### config.mk
export PLATFORM = sky130hd
export DESIGN_NAME = uart_top_flat
export DESIGN_NICKNAME = d
export VERILOG_FILES = /design/src/rtl/uart_pkg.sv /design/src/rtl/uart_if.sv /design/src/rtl/uart_baud_gen.sv /design/src/rtl/uart_top.sv /design/src/flat_wrapper.sv
export SDC_FILE = /design/constraint.sdc
export NUM_CORES = 1
export LEC_CHECK = 0
export ABC_CLOCK_PERIOD_IN_PS = 2400
export BUFFER_PORTS_ARGS = -buffer_cell sky130_fd_sc_hd__buf_2
export CAP_MARGIN = 20
export CORE_UTILIZATION = 55
export CTS_BUF_LIST = sky130_fd_sc_hd__clkbuf_8
export DETAILED_ROUTE_END_ITERATION = 10
export PLACE_DENSITY = 0.74
export SYNTH_ARGS = -nofsm -noshare
export SYNTH_HDL_FRONTEND = slang
export SYNTH_HIERARCHICAL = 1
export SYNTH_SLANG_ARGS = --single-unit
### constraint.sdc
create_clock -name clk1 -period 2.4 [get_ports clk1]
set_input_delay 0.12 -clock clk1 [delete_from_list [all_inputs] [get_ports clk1]]
set_output_delay 0.12 -clock clk1 [all_outputs]
set_load 0.01 [all_outputs]
### src/rtl/uart_pkg.sv
`default_nettype none
// ============================================================================
// Module      : uart_pkg
// Description : Shared frame constants, FSM state types and parity helper
//               for the uart_top transceiver.
// Revision    : 1.0 - initial release
// ============================================================================
package uart_pkg;

  localparam int DATA_BITS  = 8;
  localparam int OVERSAMPLE = 16;
  localparam int MID_SAMPLE = 8;

  typedef enum logic [2:0] {
    TX_IDLE, TX_START, TX_DATA, TX_PARITY, TX_STOP
  } tx_state_e;

  typedef enum logic [2:0] {
    RX_IDLE, RX_START, RX_DATA, RX_PARITY, RX_STOP
  } rx_state_e;

  // Even parity: the parity bit makes the total count of ones even
  function automatic logic even_parity(input logic [DATA_BITS-1:0] d);
    return ^d;
  endfunction

endpackage
`default_nettype wire

### src/rtl/uart_if.sv
`default_nettype none
// ============================================================================
// Module      : uart_if
// Description : Byte/serial bundle between a UART user and uart_top.
// Revision    : 1.0 - initial release
// ============================================================================
interface uart_if;
  import uart_pkg::*;

  logic                 wr_data;
  logic [DATA_BITS-1:0] data;
  logic                 rx;
  logic                 baud_clk_t;
  logic                 baud_clk_r;
  logic                 tx;
  logic                 donet;
  logic                 error;
  logic                 doner;
  logic [DATA_BITS-1:0] rx_data;

  modport master (
    output wr_data, data, rx,
    input  baud_clk_t, baud_clk_r, tx, donet, error, doner, rx_data
  );

  modport slave (
    input  wr_data, data, rx,
    output baud_clk_t, baud_clk_r, tx, donet, error, doner, rx_data
  );

endinterface
`default_nettype wire

### src/rtl/uart_baud_gen.sv
`default_nettype none
// ============================================================================
// Module      : uart_baud_gen
// Description : Free-running divider producing a one-cycle strobe every DIV
//               clock cycles.
// Revision    : 1.0 - initial release
// ============================================================================
module uart_baud_gen #(
  parameter int DIV = 434
) (
  input  logic clk_i,
  input  logic rst_ni,
  output logic strobe_o
);

  localparam int            CW         = (DIV > 1) ? $clog2(DIV) : 1;
  localparam logic [CW-1:0] c_LAST_CNT = CW'(DIV - 1);

  logic [CW-1:0] cnt_q, cnt_d;
  logic          strobe_q, strobe_d;

  // Wrap at the divider boundary and flag the strobe on that cycle
  always_comb begin
    strobe_d = (cnt_q == c_LAST_CNT);
    cnt_d    = strobe_d ? '0 : cnt_q + 1'b1;
  end

  // Counter and registered strobe
  always_ff @(posedge clk_i or negedge rst_ni) begin
    if (!rst_ni) begin
      cnt_q    <= '0;
      strobe_q <= 1'b0;
    end else begin
      cnt_q    <= cnt_d;
      strobe_q <= strobe_d;
    end
  end

  assign strobe_o = strobe_q;

endmodule
`default_nettype wire

### src/rtl/uart_top.sv
`default_nettype none
// ============================================================================
// Module      : uart_top
// Description : UART transceiver, 8E1 frames, 16x oversampled receiver with
//               optional internal loopback of the transmitter.
// Revision    : 1.0 - initial release
// ============================================================================
module uart_top
  import uart_pkg::*;
#(
  parameter int CLK_FREQ = 50_000_000,
  parameter int BAUD     = 115200,
  parameter int LOOPBACK = 1
) (
  input  logic  clk1,
  input  logic  rst,
  uart_if.slave bus
);

  localparam int TX_DIV = CLK_FREQ / BAUD;
  localparam int RX_DIV = CLK_FREQ / (OVERSAMPLE * BAUD);
  localparam int BIT_W  = $clog2(DATA_BITS);
  localparam int TICK_W = $clog2(OVERSAMPLE);

  localparam logic [BIT_W-1:0]  c_LAST_BIT  = BIT_W'(DATA_BITS - 1);
  localparam logic [TICK_W-1:0] c_LAST_TICK = TICK_W'(OVERSAMPLE - 1);
  localparam logic [TICK_W-1:0] c_MID_TICK  = TICK_W'(MID_SAMPLE - 1);

  logic tx_tick, rx_tick, rx_line;

  tx_state_e            tx_state_q;
  logic [DATA_BITS-1:0] tx_shift_q;
  logic                 tx_par_q, tx_q, donet_q;
  logic [BIT_W-1:0]     tx_bit_q;

  rx_state_e            rx_state_q;
  logic [DATA_BITS-1:0] rx_shift_q, rx_data_q;
  logic [TICK_W-1:0]    rx_tick_q;
  logic [BIT_W-1:0]     rx_bit_q;
  logic                 rx_par_q, error_q, doner_q;

  uart_baud_gen #(.DIV(TX_DIV)) u_tx_baud (.clk_i(clk1), .rst_ni(rst), .strobe_o(tx_tick));
  uart_baud_gen #(.DIV(RX_DIV)) u_rx_baud (.clk_i(clk1), .rst_ni(rst), .strobe_o(rx_tick));

  // The receiver listens to its own transmitter in loopback, otherwise to a
  // resynchronised copy of the external line (reset to idle-high)
  generate
    if (LOOPBACK != 0) begin : g_loopback
      assign rx_line = tx_q;
    end else begin : g_rx_sync
      logic [1:0] sync_q;
      // Two-flop synchroniser for the asynchronous serial input
      always_ff @(posedge clk1 or negedge rst) begin
        if (!rst) sync_q <= 2'b11;
        else      sync_q <= {sync_q[0], bus.rx};
      end
      assign rx_line = sync_q[1];
    end
  endgenerate

  // TX framer: one frame bit per TX strobe; a pending request at the end of
  // the stop bit starts the next frame without an idle bit
  always_ff @(posedge clk1 or negedge rst) begin
    if (!rst) begin
      tx_state_q <= TX_IDLE;
      tx_shift_q <= '0;
      tx_par_q   <= 1'b0;
      tx_bit_q   <= '0;
      tx_q       <= 1'b1;
      donet_q    <= 1'b0;
    end else begin
      donet_q <= 1'b0;
      if (tx_tick) begin
        case (tx_state_q)
          TX_IDLE, TX_STOP: begin
            if (tx_state_q == TX_STOP) donet_q <= 1'b1;
            if (bus.wr_data) begin
              tx_shift_q <= bus.data;
              tx_par_q   <= even_parity(bus.data);
              tx_q       <= 1'b0;
              tx_state_q <= TX_START;
            end else begin
              tx_q       <= 1'b1;
              tx_state_q <= TX_IDLE;
            end
          end
          TX_START: begin
            tx_q       <= tx_shift_q[0];
            tx_shift_q <= {1'b0, tx_shift_q[DATA_BITS-1:1]};
            tx_bit_q   <= '0;
            tx_state_q <= TX_DATA;
          end
          TX_DATA: begin
            if (tx_bit_q == c_LAST_BIT) begin
              tx_q       <= tx_par_q;
              tx_state_q <= TX_PARITY;
            end else begin
              tx_q       <= tx_shift_q[0];
              tx_shift_q <= {1'b0, tx_shift_q[DATA_BITS-1:1]};
              tx_bit_q   <= tx_bit_q + 1'b1;
            end
          end
          TX_PARITY: begin
            tx_q       <= 1'b1;
            tx_state_q <= TX_STOP;
          end
          default: begin
            tx_q       <= 1'b1;
            tx_state_q <= TX_IDLE;
          end
        endcase
      end
    end
  end

  // RX deframer: start validated at bit centre, then one sample per 16 ticks
  always_ff @(posedge clk1 or negedge rst) begin
    if (!rst) begin
      rx_state_q <= RX_IDLE;
      rx_tick_q  <= '0;
      rx_bit_q   <= '0;
      rx_shift_q <= '0;
      rx_par_q   <= 1'b0;
      rx_data_q  <= '0;
      error_q    <= 1'b0;
      doner_q    <= 1'b0;
    end else begin
      doner_q <= 1'b0;
      if (rx_tick) begin
        case (rx_state_q)
          RX_IDLE: begin
            if (!rx_line) begin
              rx_tick_q  <= '0;
              rx_state_q <= RX_START;
            end
          end
          RX_START: begin
            if (rx_tick_q == c_MID_TICK) begin
              rx_tick_q  <= '0;
              rx_bit_q   <= '0;
              rx_state_q <= rx_line ? RX_IDLE : RX_DATA;
            end else begin
              rx_tick_q <= rx_tick_q + 1'b1;
            end
          end
          RX_DATA: begin
            if (rx_tick_q == c_LAST_TICK) begin
              rx_tick_q  <= '0;
              rx_shift_q <= {rx_line, rx_shift_q[DATA_BITS-1:1]};
              rx_bit_q   <= rx_bit_q + 1'b1;
              if (rx_bit_q == c_LAST_BIT) rx_state_q <= RX_PARITY;
            end else begin
              rx_tick_q <= rx_tick_q + 1'b1;
            end
          end
          RX_PARITY: begin
            if (rx_tick_q == c_LAST_TICK) begin
              rx_tick_q  <= '0;
              rx_par_q   <= rx_line;
              rx_state_q <= RX_STOP;
            end else begin
              rx_tick_q <= rx_tick_q + 1'b1;
            end
          end
          RX_STOP: begin
            if (rx_tick_q == c_LAST_TICK) begin
              rx_tick_q  <= '0;
              rx_data_q  <= rx_shift_q;
              error_q    <= (rx_par_q != even_parity(rx_shift_q)) | ~rx_line;
              doner_q    <= 1'b1;
              rx_state_q <= RX_IDLE;
            end else begin
              rx_tick_q <= rx_tick_q + 1'b1;
            end
          end
          default: rx_state_q <= RX_IDLE;
        endcase
      end
    end
  end

  assign bus.baud_clk_t = tx_tick;
  assign bus.baud_clk_r = rx_tick;
  assign bus.tx         = tx_q;
  assign bus.donet      = donet_q;
  assign bus.error      = error_q;
  assign bus.doner      = doner_q;
  assign bus.rx_data    = rx_data_q;

endmodule
`default_nettype wire

### src/flat_wrapper.sv
// flat-port wrapper written by rule: the top's interface ports become plain ports
module uart_top_flat import uart_pkg::*;
#(
  parameter int CLK_FREQ = 50_000_000,
  parameter int BAUD     = 115200,
  parameter int LOOPBACK = 1
)
  (clk1, rst, bus_wr_data, bus_data, bus_rx, bus_baud_clk_t, bus_baud_clk_r, bus_tx, bus_donet, bus_error, bus_doner, bus_rx_data);
  uart_if bus_i ();
  input  logic clk1;
  input  logic rst;
  input wire logic [$bits(bus_i.wr_data)-1:0] bus_wr_data;
  input wire logic [$bits(bus_i.data)-1:0] bus_data;
  input wire logic [$bits(bus_i.rx)-1:0] bus_rx;
  output wire logic [$bits(bus_i.baud_clk_t)-1:0] bus_baud_clk_t;
  output wire logic [$bits(bus_i.baud_clk_r)-1:0] bus_baud_clk_r;
  output wire logic [$bits(bus_i.tx)-1:0] bus_tx;
  output wire logic [$bits(bus_i.donet)-1:0] bus_donet;
  output wire logic [$bits(bus_i.error)-1:0] bus_error;
  output wire logic [$bits(bus_i.doner)-1:0] bus_doner;
  output wire logic [$bits(bus_i.rx_data)-1:0] bus_rx_data;
  assign bus_i.wr_data = bus_wr_data;
  assign bus_i.data = bus_data;
  assign bus_i.rx = bus_rx;
  assign bus_baud_clk_t = bus_i.baud_clk_t;
  assign bus_baud_clk_r = bus_i.baud_clk_r;
  assign bus_tx = bus_i.tx;
  assign bus_donet = bus_i.donet;
  assign bus_error = bus_i.error;
  assign bus_doner = bus_i.doner;
  assign bus_rx_data = bus_i.rx_data;
  uart_top #(.CLK_FREQ(CLK_FREQ), .BAUD(BAUD), .LOOPBACK(LOOPBACK)) u_core (.clk1(clk1), .rst(rst), .bus(bus_i));
endmodule
# [After elaboration in Yosys (flattened, before gate mapping)]
# Cells that the tools add are included.
[totals] input_bits=12 regBits=62 elab_cells=103
[classes] addsub=5 reduce_logical=20 eq_ne=24 mux=34 bitwise=2
[ops] operator="3-bit 2-to-1 mux" count=10
[ops] operator="8-bit case mux with 3 select lines" count=1
[ops] operator="3-bit AND reduction" count=6
[ops] operator="8-bit 2-to-1 mux" count=2
[ops] operator="8-bit parity" count=2
[ops] operator="3-bit case mux with 5 select lines" count=1
[ops] operator="3-bit by 2-bit == test with 1-bit output, second input constant" count=4
[ops] operator="3-bit == test, second input constant" count=4
[ops] operator="4-bit 2-to-1 mux" count=3
[ops] operator="2-bit by 1-bit != test with 1-bit output, second input constant" count=6
[ops] operator="3-bit case mux with 2 select lines" count=2
[ops] operator="3-bit case mux with 4 select lines" count=1
[ops] operator="4-bit case mux with 3 select lines" count=1
[ops] operator="9-bit by 1-bit adder with 9-bit output, second input constant" count=1
[ops] operator="9-bit == test, second input constant" count=1
[ops] operator="1-bit 2-to-1 mux" count=9
[ops] operator="9-bit 2-to-1 mux" count=1
[ops] operator="4-bit AND reduction" count=2
[ops] operator="7-bit AND reduction" count=1
[ops] operator="3-bit by 1-bit adder with 3-bit output, second input constant" count=2
[ops] operator="3-bit by 1-bit == test with 1-bit output, second input constant" count=2
[ops] operator="3-bit zero test" count=2
[ops] operator="2-bit != test, second input constant" count=3
[ops] operator="3-bit nonzero test" count=2
[ops] operator="other kinds (15)" count=16

# [Longest topological paths before layout]
# Gate-level depths: netlist (run 1).
[logic_depth] depth_word=4 depth_mapped=5 mapped_depth_nobuf=5

# [Hierarchy]
# The synthesis (run 1) kept the hierarchy.
[by_module_without_submodules] mod="uart_top" n_inst=1 seq_area_each_um2=1152.4 cells_per_inst=197 area_each_um2=2478.6
[by_module_without_submodules] mod="uart_baud_gen (u_core.u_tx_baud)" n_inst=1 seq_area_each_um2=250.2 cells_per_inst=46 area_each_um2=496.7
[by_module_without_submodules] mod="uart_baud_gen (u_core.u_rx_baud)" n_inst=1 seq_area_each_um2=150.1 cells_per_inst=25 area_each_um2=291.5

# [Least setup slack after synthesis (run 1)]
# Ideal clock, no wire load.
[synth_path] path_type="reg-to-reg" startpoint="reg u_core.tx_state_q[0]" endpoint="reg u_core.tx_shift_q[0]" path_slack_ns=0.690 path_stages_with_launch=6 t_arrival_ns=1.585 setup_ns=0.125 required_time_ns=2.275 path_cell_list="dfrtp_1 -> buf_6 -> nand2b_1 -> a21oi_2 -> mux2_2 -> mux2_4"
[synth_via] elab_chain_cells=4 elab_cells_between_ends=10
[synth_lines] element="start: declaration" line="uart_top.sv:31" rtl="tx_state_e tx_state_q;"
[synth_lines] element="start signal: assignment" line="uart_top.sv:65" rtl="tx_state_q <= TX_IDLE;"
[synth_lines] element="start signal: assignment" line="uart_top.sv:81" rtl="tx_state_q <= TX_START;"
[synth_lines] element="start signal: assignment" line="uart_top.sv:84" rtl="tx_state_q <= TX_IDLE;"
[synth_lines] element="3-bit == test / 3-bit zero test (equally long branches)" line="uart_top.sv:74" rtl="case (tx_state_q)"
[synth_lines] element="2-bit OR reduction" line="uart_top.sv:74"
[synth_lines] element="2-bit != test (no source line) / 3-bit nonzero test (equally long branches)"
[synth_lines] element="4-bit AND reduction (no source line)"
[synth_lines] element="end signal: assignment" line="uart_top.sv:78" rtl="tx_shift_q <= bus.data;"
[synth_lines] element="end signal: assignment" line="uart_top.sv:89" rtl="tx_shift_q <= {1'b0, tx_shift_q[DATA_BITS-1:1]};"
[synth_lines] element="end signal: assignment" line="uart_top.sv:99" rtl="tx_shift_q <= {1'b0, tx_shift_q[DATA_BITS-1:1]};"
[synth_lines] element="end: declaration" line="uart_top.sv:32" rtl="logic [DATA_BITS-1:0] tx_shift_q;"
# Several ways; a longest one is shown, not always the timed one.
# A chain may end at the register's enable or synchronous reset.

# [Final worst setup path (run 1)]
[layout_path] startpoint="reg u_core.tx_state_q[0]" endpoint="reg u_core.tx_shift_q[3]"
# Same word-level chain as after synthesis.

==> metrics.csv, run 1 <==
metric,value,unit
netlist-cell-type-count,64,
drtIter0Drc,117,
synth_cells,268,
clk_pin_slew_worst_paths,70,ps
endpoint_kind,flop,
drv_slew,0,
vias,2107,
synth_area_leaders,"dfrtp_1 (47%), mux2_4 (7.4%), mux2_2 (6.5%), xnor2_1 (3.5%), ha_1 (3.4%)",
fmax,524,MHz
whs_path_depth,3,
synth_top_cell_by_area,dfrtp_1,
area_growth,11.4,%
skew,7.35,ps
antennaDiodeCount,0,
cts_tree,done,
slew_headroom,48.6,%
firstDrtPassIters,5,
clockRootBuffer,clkbuf_8,
status,finished clean,
cp.required,2620,ps
drc,0,
route.met2.wl,2.68,mm
topRoutingLayerUsed,met4,
core_area,5610,um2
fin_tns_setup,0,ps
place_congestion,0.759,
cts_buffer_depth,2,
tightest_slew,771,ps
grt_antenna_before_repair,0,
ant_nets,0,
rows,27,
arrival,2130,ps
layout_min_cycle_time,1910,ps
drv_cap,0,
place_inst,358,
netlist_area,3270,um2
p_per_area,538,nW/um2
post-route-util,64.9,%
grt_max_degree,36,
setup_viol,0,
hold_class,primary input to flop,
dieWidth,79.1,um
drive_gt1_share,31.8,%
crit_type,flop to flop,
start_kind,flop,
hold_ws,168,ps
numCtsBuffers,9,
clock_latency,340,ps
synth_top_flop_cell,dfrtp_1,
path_max_fanout,10,
place_hpwl,3.85,mm
drt-met1-wl,2.68,mm
hold_start,bus_data[7],
grt_pass1_wl,9.99,mm
dieArea,6250,um2
period_share,79.6,%
rsz0062_at_grt,false,
grt_overflow,0,
start_util,58.3,%
yosysSeqAreaShare,47.5,%
final_cells,374,
wl_met3,224,um
p_leak,1.82,nW
r2r_start,u_core/tx_state_q[0],
routed_wl,5.64,mm
grt_pass1_vias,2169,
io_pins,26,
hold_violations,0,
fill_cells,448,
reg2reg_depth,4,
min_to,u_core/tx_shift_q[7],
peakVddDrop,0.372,mV
synthArstFlopShare,100,%
synth_warnings,6,
viasPerCell,5.63,
die_h,79.1,um
wire_per_inst,15.1,um
rrSetupSlack,490,ps
synth-edff-count,0,
power,1.96,mW
synth_top_area_share,46.7,%
htreeDepth,3,
portBuffers,24,
num-nets-final,319,
grt_usage,21.2,%
postSynthAreaPerCell,12.2,um2
r2r-end,u_core/tx_shift_q[3],
syn_nets,289,
synth_seq_cells,62,
cts.sinks,62,
cell usage after synthesis (2+ instances only):
cell / count
dfrtp_1: 61
mux2_2: 19
mux2_4: 16
nor2_1: 13
o21ai_0: 13
xnor2_1: 13
nand3_1: 10
ha_1: 9
nand2_1: 9
inv_1: 8
nand2b_1: 8
a22o_1: 5
nor2b_1: 5
xor2_1: 5
a21oi_1: 4
buf_2: 4
nor3_1: 4
a21bo_2: 3
a31oi_1: 3
nand4_1: 3
or3b_4: 3
a32o_1: 2
and3_1: 2
and4b_1: 2
buf_4: 2
nand4_2: 2
o21a_1: 2
o221ai_1: 2
what timing repair did:
action / 4_1_cts / 5_1_grt
endpoints found under the hold margin: 32 / 0
hold buffers: 1 / 0
resized for setup: 0 / 0
setup buffers: 0 / 0
cell families after synthesis:
kind of cell	share of synthesized area, %
AND/OR/NAND/NOR	15.4
buffers and inverters	2.45
multiplexers	14.2
flip-flops	47.5
XOR/XNOR	5.52
adder cells (fa/ha/maj)	3.45
AO/OA/AOI/OAI	11.4
metal layers:
| metal | track usage [%] | vias up |
|---|---|---|
| met3 | 8.62 | 6 |
| li1 | - | 1031 |
| met5 | 0 | - |
| met2 | 32.9 | 43 |
| met4 | 7.45 | 0 |
| met1 | 26.8 | 1027 |
layout by cell type, fill, tap and decap left out, types with 2 or more instances in the layout:
cell type | netlist | final
nand2_1 | 9 | 9
nand4_1 | 3 | 3
mux2_2 | 19 | 19
a21bo_2 | 3 | 3
a32o_1 | 2 | 2
xnor2_1 | 13 | 13
xor2_1 | 5 | 5
nand4_2 | 2 | 2
nor3_1 | 4 | 4
or3b_4 | 3 | 3
mux2_4 | 16 | 16
nand2b_1 | 8 | 8
o21ai_0 | 13 | 13
dfrtp_1 | 61 | 61
nand3_1 | 10 | 10
nor2_1 | 13 | 13
a31oi_1 | 3 | 3
a21oi_1 | 4 | 4
buf_4 | 2 | 2
o221ai_1 | 2 | 2
and3_1 | 2 | 2
o21a_1 | 2 | 2
ha_1 | 9 | 9
nor2b_1 | 5 | 5
and4b_1 | 2 | 2
buf_2 | 4 | 24
a22o_1 | 5 | 5
inv_1 | 8 | 10
clkbuf_8 | 0 | 13
where the power goes:
part           switching, mW  total (mW)  internal, mW
registers            0.00279        1.05          1.05
clock network          0.372       0.847         0.475
logic                 0.0347      0.0598        0.0251
critical path: stages, from the launching register on:
cell and delay, ps:
dfrtp_1 490, nand2b_1 240, a21oi_2 400, mux2_2 390, mux2_4 270
flip-flops by register name, indices dropped and copies added (netlist names), 3 cells and up:
| register | cells |
|---|---|
| u_core/u_tx_baud/cnt_q | 9 |
| u_core/bus.rx_data | 8 |
| u_core/rx_shift_q | 8 |
| u_core/tx_shift_q | 8 |
| u_core/u_rx_baud/cnt_q | 5 |
| u_core/rx_tick_q | 4 |
| u_core/rx_bit_q | 3 |
| u_core/rx_state_q | 3 |
| u_core/tx_bit_q | 3 |
| u_core/tx_state_q | 3 |
through the flow:
step | instance area [um2] | setup slack [ps]
final | 3640 | 491
after global routing | 3640 | 418
after CTS | 3640 | 495
after detailed placement | 3440 | 517
after global placement | 3440 | 511
after floorplan | 3270 | 690
layout make-up:
type	count	area, um2	area share, %
clock buffer	13	179	4.92
sequential	62	1550	42.7
clock inverter	2	7.51	0.206
inverter	8	30.0	0.825
multi-input combinational	190	1630	44.9
tap	72	90.1	2.48
timing repair buffer	27	145	3.99
worst max path at each step:
stage,slack (ps),end,from
2_1_floorplan,690,u_core/tx_shift_q[0],u_core/tx_state_q[0]
3_3_place_gp,510,u_core/tx_shift_q[1],u_core/tx_state_q[0]
3_5_place_dp,520,u_core/tx_shift_q[1],u_core/tx_state_q[0]
4_1_cts,500,u_core/tx_shift_q[1],u_core/tx_state_q[0]
5_1_grt,420,u_core/tx_shift_q[5],u_core/tx_state_q[0]
6_report,490,u_core/tx_shift_q[3],u_core/tx_state_q[0]
Note: power is estimated with default switching activity, not from simulation.
==> inputs of run 2 (changes only) <==
--- a/config.mk
+++ b/config.mk
@@ -5,7 +5,8 @@
 export SDC_FILE = /design/constraint.sdc
 export NUM_CORES = 1
 export LEC_CHECK = 0
-export ABC_CLOCK_PERIOD_IN_PS = 2400
+export ABC_AREA = 1
+export ABC_CLOCK_PERIOD_IN_PS = 2000
 export BUFFER_PORTS_ARGS = -buffer_cell sky130_fd_sc_hd__buf_2
 export CAP_MARGIN = 20
 export CORE_UTILIZATION = 55
==> constraint.sdc (replaced) <==
create_clock -name clk1 -period 2 [get_ports clk1]
set_input_delay 0.1 -clock clk1 [delete_from_list [all_inputs] [get_ports clk1]]
set_output_delay 0.1 -clock clk1 [all_outputs]
set_load 0.01 [all_outputs]
==> run 2 against run 1 <==
Register-to-register slack got worse by 160 ps. Final cell count rose by 33%. Die area fell by 2.7%. Worst setup slack got worse by 160 ps. Sequential power rose by 20%. Clock power rose by 29%. Sequential share of layout area rose by 0.76 points. Via count rose by 15%. Maximum frequency rose by 15%. Core utilization fell by 0.36 points. Sequential cell count did not move. Hold slack got worse by 120 ps.
==> metrics.csv, run 2 <==
metric,value,unit
die_h,78.0,um
met1_usage,25.2,%
p_leak,1.93,nW
synth_top_flop_cell,dfrtp_1,
clockRootBuffer,clkbuf_8,
synth_area_leaders,"dfrtp_1 (48%), nand2_1 (14%), inv_1 (5.7%), ha_1 (3.5%), nand3_1 (3.5%)",
postSynthAreaPerCell,8.21,um2
endpoint_kind,flop,
grt_max_degree,45,
grt_antenna_before_repair,0,
largest_reg_flops,9,
synth-edff-count,0,
clk_pin_slew_worst_paths,60,ps
synthSimpleGateAreaFrac,25.8,%
place_inst,480,
place_hpwl,3.70,mm
met2_usage,32.7,%
peakVddDrop,0.430,mV
drive_gt1_share,18.1,%
crit_end,u_core/tx_bit_q[0],
synth_top_cell_by_area,dfrtp_1,
drtIter0Drc,119,
fin_tns_setup,0,ps
synth_compound_area_share,10.9,%
synthAdderAreaFrac,3.55,%
muxShareOfSynthArea,0,%
vias,2416,
io_pins,26,
largest-register,u_core/u_tx_baud/cnt_q,
synthArstFlopShare,100,%
hold_violations,0,
grt_pass1_vias,2301,
layout_common_cells,"nand2_1 (117), dfrtp_1 (61), inv_1 (49), nor2_1 (28), buf_2 (24)",
hold_class,primary input to flop,
yosys-top-cells-count,"nand2_1 (117), dfrtp_1 (61), inv_1 (48), nor2_1 (28), nand3_1 (22)",
final_cells,497,
start_util,57.3,%
setup_viol,0,
num-nets-final,441,
reg2reg_depth,7,
crit_type,flop to flop,
antennaDiodeCount,0,
cts_buffer_depth,2,
cts.sinks,62,
grt_busiest_layer,met2,
clock_latency,330,ps
path_max_fanout,4,
fill_cells,482,
rows,27,
yosysSeqAreaShare,48.9,%
dieWidth,78.0,um
dieArea,6080,um2
htreeDepth,3,
met3_usage,5.65,%
arrival,1880,ps
netlist_area,3180,um2
synth_xor_xnor_area_share,3.03,%
firstDrtPassIters,5,
tightest_slew,460,ps
drv_slew,0,
place_congestion,0.874,
netlist-cell-type-count,31,
slew_headroom,69.3,%
portBuffers,24,
synth_warnings,6,
wire_per_inst,10.4,um
syn_nets,408,
period_share,83.3,%
r2r_start,u_core/tx_bit_q[0],
r2r-end,u_core/tx_bit_q[0],
numCtsBuffers,9,
synth_top_family_by_area,simple AND/OR/NAND/NOR gates,
p_per_area,683,nW/um2
grt_overflow,0,
fmax,600,MHz
rrSetupSlack,330,ps
layout_min_cycle_time,1670,ps
core_area,5540,um2
viasPerCell,4.86,
synth_cells,387,
drc,0,
area_growth,12.6,%
synth_top_area_share,48.1,%
cp.required,2210,ps
ant_nets,0,
cts_tree,done,
synth.most_common_cell,nand2_1,
start_kind,flop,
status,finished clean,
post-route-util,64.5,%
synth_seq_cells,62,
routed_wl,5.17,mm
final_common_cell,nand2_1,
critPathLaunch,u_core/tx_bit_q[0],
rsz0062_at_grt,false,
drv_cap,0,
grt_pass1_wl,9.58,mm
grt_usage,20.1,%
skew,7.23,ps
[run 2: changes by cell type after synthesis, sizes merged, moves of 7 or more]
| cell | delta |
|---|---|
| inv | +47 |
| a21oi | +7 |
| nand2 | +112 |
| nor2 | +19 |
| mux2 | -36 |
| o21ai | +27 |
| nand3 | +13 |
| nand2b | -8 |
[run 2: cells by family after synthesis]
logic type | Yosys count
adder cells (fa/ha/maj) | 9
AO/OA/AOI/OAI | 57
buffers and inverters | 59
flip-flops | 62
AND/OR/NAND/NOR | 189
XOR/XNOR | 11
[run 2: metrics by stage]
step	total power [mW]	setup slack [ps]	hold WS, ps	instance area (um2)
after floorplan	1.33	476	-196	3180
after global placement	1.37	402	72.2	3360
after detailed placement	1.38	352	78.9	3360
after CTS	2.47	346	40.6	3570
after global routing	2.54	222	92.0	3570
final	2.44	334	43.9	3570
[run 2: final cells by class]
cell class	instances	area (um2)	area share (%)
repair buffers	26	150	4.20
clock buffers	11	151	4.24
well taps	72	90.1	2.52
inverters	55	206	5.78
clock inverters	5	48.8	1.37
multi-input cells	266	1380	38.5
flip-flops and latches	62	1550	43.4
[run 2: routing by layer]
layer / share of wire [%] / routed length (um) / vias up
met2: 46 / 2370 / 28
met3: 2.9 / 151 / 10
met1: 50 / 2560 / 1088
met5: 0 / 0 / -
li1: - / - / 1290
met4: 1.6 / 85 / 0
[run 2: worst min path at each step]
| stage | from | endpoint | cells past startpoint |
|---|---|---|---|
| after floorplan | rst | u_core/bus.doner | 0 |
| after global placement | rst | u_core/rx_tick_q[2] | 1 |
| after detailed placement | rst | u_core/rx_tick_q[2] | 1 |
| after CTS | bus_data[7] | u_core/tx_shift_q[7] | 3 |
| after global routing | bus_data[7] | u_core/tx_shift_q[7] | 3 |
| final | bus_data[7] | u_core/tx_shift_q[7] | 3 |
[run 2: critical path, cell delays in order, from the launching register on]
cell and delay (ps):
dfrtp_1 400, ha_1 210, ha_1 230, or2_1 280
a21oi_2 200, inv_1 100, nand2_1 70, o21ai_1 70
[run 2: what timing repair did]
action	in CTS	in global routing
hold buffers	1	0
gates resized for setup	0	0
hold endpoints to repair	18	0
buffers inserted	0	0
[run 2: where the power goes]
group | leakage [nW] | internal, mW | switching, mW | total (mW)
combinational | 1.04 | 0.0339 | 0.0572 | 0.0912
clock | 0.110 | 0.632 | 0.457 | 1.09
sequential | 0.788 | 1.26 | 0.00260 | 1.26
total | 1.93 | 1.92 | 0.516 | 2.44
==> inputs of run 3 (changes only) <==
--- a/config.mk
+++ b/config.mk
@@ -6,13 +6,13 @@
 export NUM_CORES = 1
 export LEC_CHECK = 0
 export ABC_AREA = 1
-export ABC_CLOCK_PERIOD_IN_PS = 2000
+export ABC_CLOCK_PERIOD_IN_PS = 1400
 export BUFFER_PORTS_ARGS = -buffer_cell sky130_fd_sc_hd__buf_2
 export CAP_MARGIN = 20
 export CORE_UTILIZATION = 55
 export CTS_BUF_LIST = sky130_fd_sc_hd__clkbuf_8
 export DETAILED_ROUTE_END_ITERATION = 10
-export PLACE_DENSITY = 0.74
+export PLACE_DENSITY = 0.77
 export SYNTH_ARGS = -nofsm -noshare
 export SYNTH_HDL_FRONTEND = slang
 export SYNTH_HIERARCHICAL = 1
==> constraint.sdc (replaced) <==
create_clock -name clk1 -period 1.4 [get_ports clk1]
set_input_delay 0.07 -clock clk1 [delete_from_list [all_inputs] [get_ports clk1]]
set_output_delay 0.07 -clock clk1 [all_outputs]
set_load 0.01 [all_outputs]
==> run 3 against run 2 <==
The flow now finishes with violations (negative setup slack). Maximum frequency is 15% higher. Global-route usage up 1.2 points. Core utilization is 8.6 points higher. Combinational power grew 59%.
==> metrics.csv, run 3 (synthesized netlist as in run 2, its figures left out) <==
metric,value,unit
violations,negative setup slack,
cts_tree,done,
endpoint_kind,flop,
start_util,57.3,%
peakVddDrop,0.608,mV
grt_overflow,0,
rsz0062_at_grt,true,
largest_reg_flops,9,
portBuffers,24,
drtIter0Drc,194,
p_per_area,901,nW/um2
crit_type,flop to flop,
place_hpwl,4.08,mm
grt_pass1_vias,2438,
numCtsBuffers,9,
largest-register,u_core/u_tx_baud/cnt_q,
clock_latency,340,ps
wire_per_inst,12.6,um
dieWidth,78.0,um
core_area,5540,um2
clk_pin_slew_worst_paths,70,ps
p_leak,2.13,nW
slew_headroom,77.9,%
viasPerCell,5.05,
grt_pass1_wl,10.0,mm
met1_usage,24.9,%
drive_gt1_share,32.2,%
drc,0,
status,finished with violations,
cp.required,1620,ps
hold_violations,0,
die_h,78.0,um
period_share,104,%
grt_usage,21.4,%
clockRootBuffer,clkbuf_8,
grt_antenna_before_repair,0,
num-nets-final,467,
grt_busiest_layer,met2,
hold_ws,82.5,ps
fill_cells,402,
arrival,1670,ps
setup_viol,29,
area_growth,27.6,%
ant_nets,0,
postLayoutSetupSlackWorst,-53.7,ps
rows,27,
hold_class,primary input to flop,
pre_cts_ws,-104,ps
final_common_cell,nand2_1,
io_pins,26,
path_max_fanout,4,
fmax,688,MHz
fin_tns_setup,-620,ps
met2_usage,37.3,%
antennaDiodeCount,0,
cts.sinks,62,
vias,2639,
tightest_slew,332,ps
drv_cap,0,
routed_wl,6.59,mm
htreeDepth,3,
multi_input_area,1590,um2
cts_buffer_depth,2,
place_congestion,0.857,
met3_usage,5.18,%
layout_common_cells,"nand2_1 (106), dfrtp_1 (60), inv_1 (46), buf_2 (24), nor2_1 (23)",
regArea,1550,um2
firstDrtPassIters,4,
grt_max_degree,63,
layout_min_cycle_time,1450,ps
dieArea,6080,um2
drv_slew,0,
skew,10.0,ps
start_kind,flop,
## run 3: area by class of cell
type	count	area share [%]
Clock buffer	10	3.40
Clock inverter	6	1.91
Inverter	55	5.16
Multi-Input combinational cell	267	39.3
Sequential cell	62	38.3
Tap cell	72	2.22
Timing Repair Buffer	51	9.69
## run 3: metal layers
metal	part of all wire, %	up-vias
met4	1.8	0
met5	0	-
met1	42	1233
met3	3.9	12
met2	52	51
li1	-	1343
## run 3: worst max-delay path: stages (launching register included)
cell and delay [ps]:
dfrtp_1 410, ha_4 170, nand2_4 80, nor3_4 270, nand4_1 200, nand2_1 110
o21ai_0 100
## run 3: path summary, 6_finish.rpt
| kind | startpoint | end | slack (ps) | cells past startpoint |
|---|---|---|---|---|
| min in group asynchronous | rst | u_core/rx_state_q[0] | 250 | 3 |
| setup reg to reg | u_core/rx_tick_q[0] | u_core/rx_par_q | -50 | 6 |
| setup / recovery | u_core/rx_tick_q[0] | u_core/rx_par_q | -50 | 6 |
| max in group asynchronous | rst | u_core/bus.tx | 820 | 3 |
| hold / removal | bus_data[1] | u_core/tx_shift_q[1] | 80 | 5 |
| hold reg to reg | u_core/bus.rx_data[0] | u_core/bus.rx_data[0] | 480 | 2 |
## run 3: power breakdown
part           internal (mW)  leakage [nW]  switching [mW]
Sequential              1.80         0.786         0.00372
Clock                   1.03         0.119           0.674
Combinational         0.0550          1.23          0.0897
## run 3: stage by stage
step / util, % / std cells / power [mW] / instance area (um2)
2_1_floorplan: - / 387 / 1.90 / 3200
3_3_place_gp: 63.8 / 497 / 1.97 / 3530
3_5_place_dp: 63.8 / 497 / 1.97 / 3530
4_1_cts: 69.1 / 516 / 3.67 / 3830
5_1_grt: 73.1 / 523 / 3.77 / 4050
6_report: 73.1 / 523 / 3.65 / 4050
## run 3: what timing repair did
item                                    CTS  global route
resized for setup                        17            41
buffers inserted                          1             5
cloned                                    0             2
endpoints found under the setup margin   28            38
pin swaps                                 6            12
hold buffers                              2             0
endpoints found under the hold margin    62             0
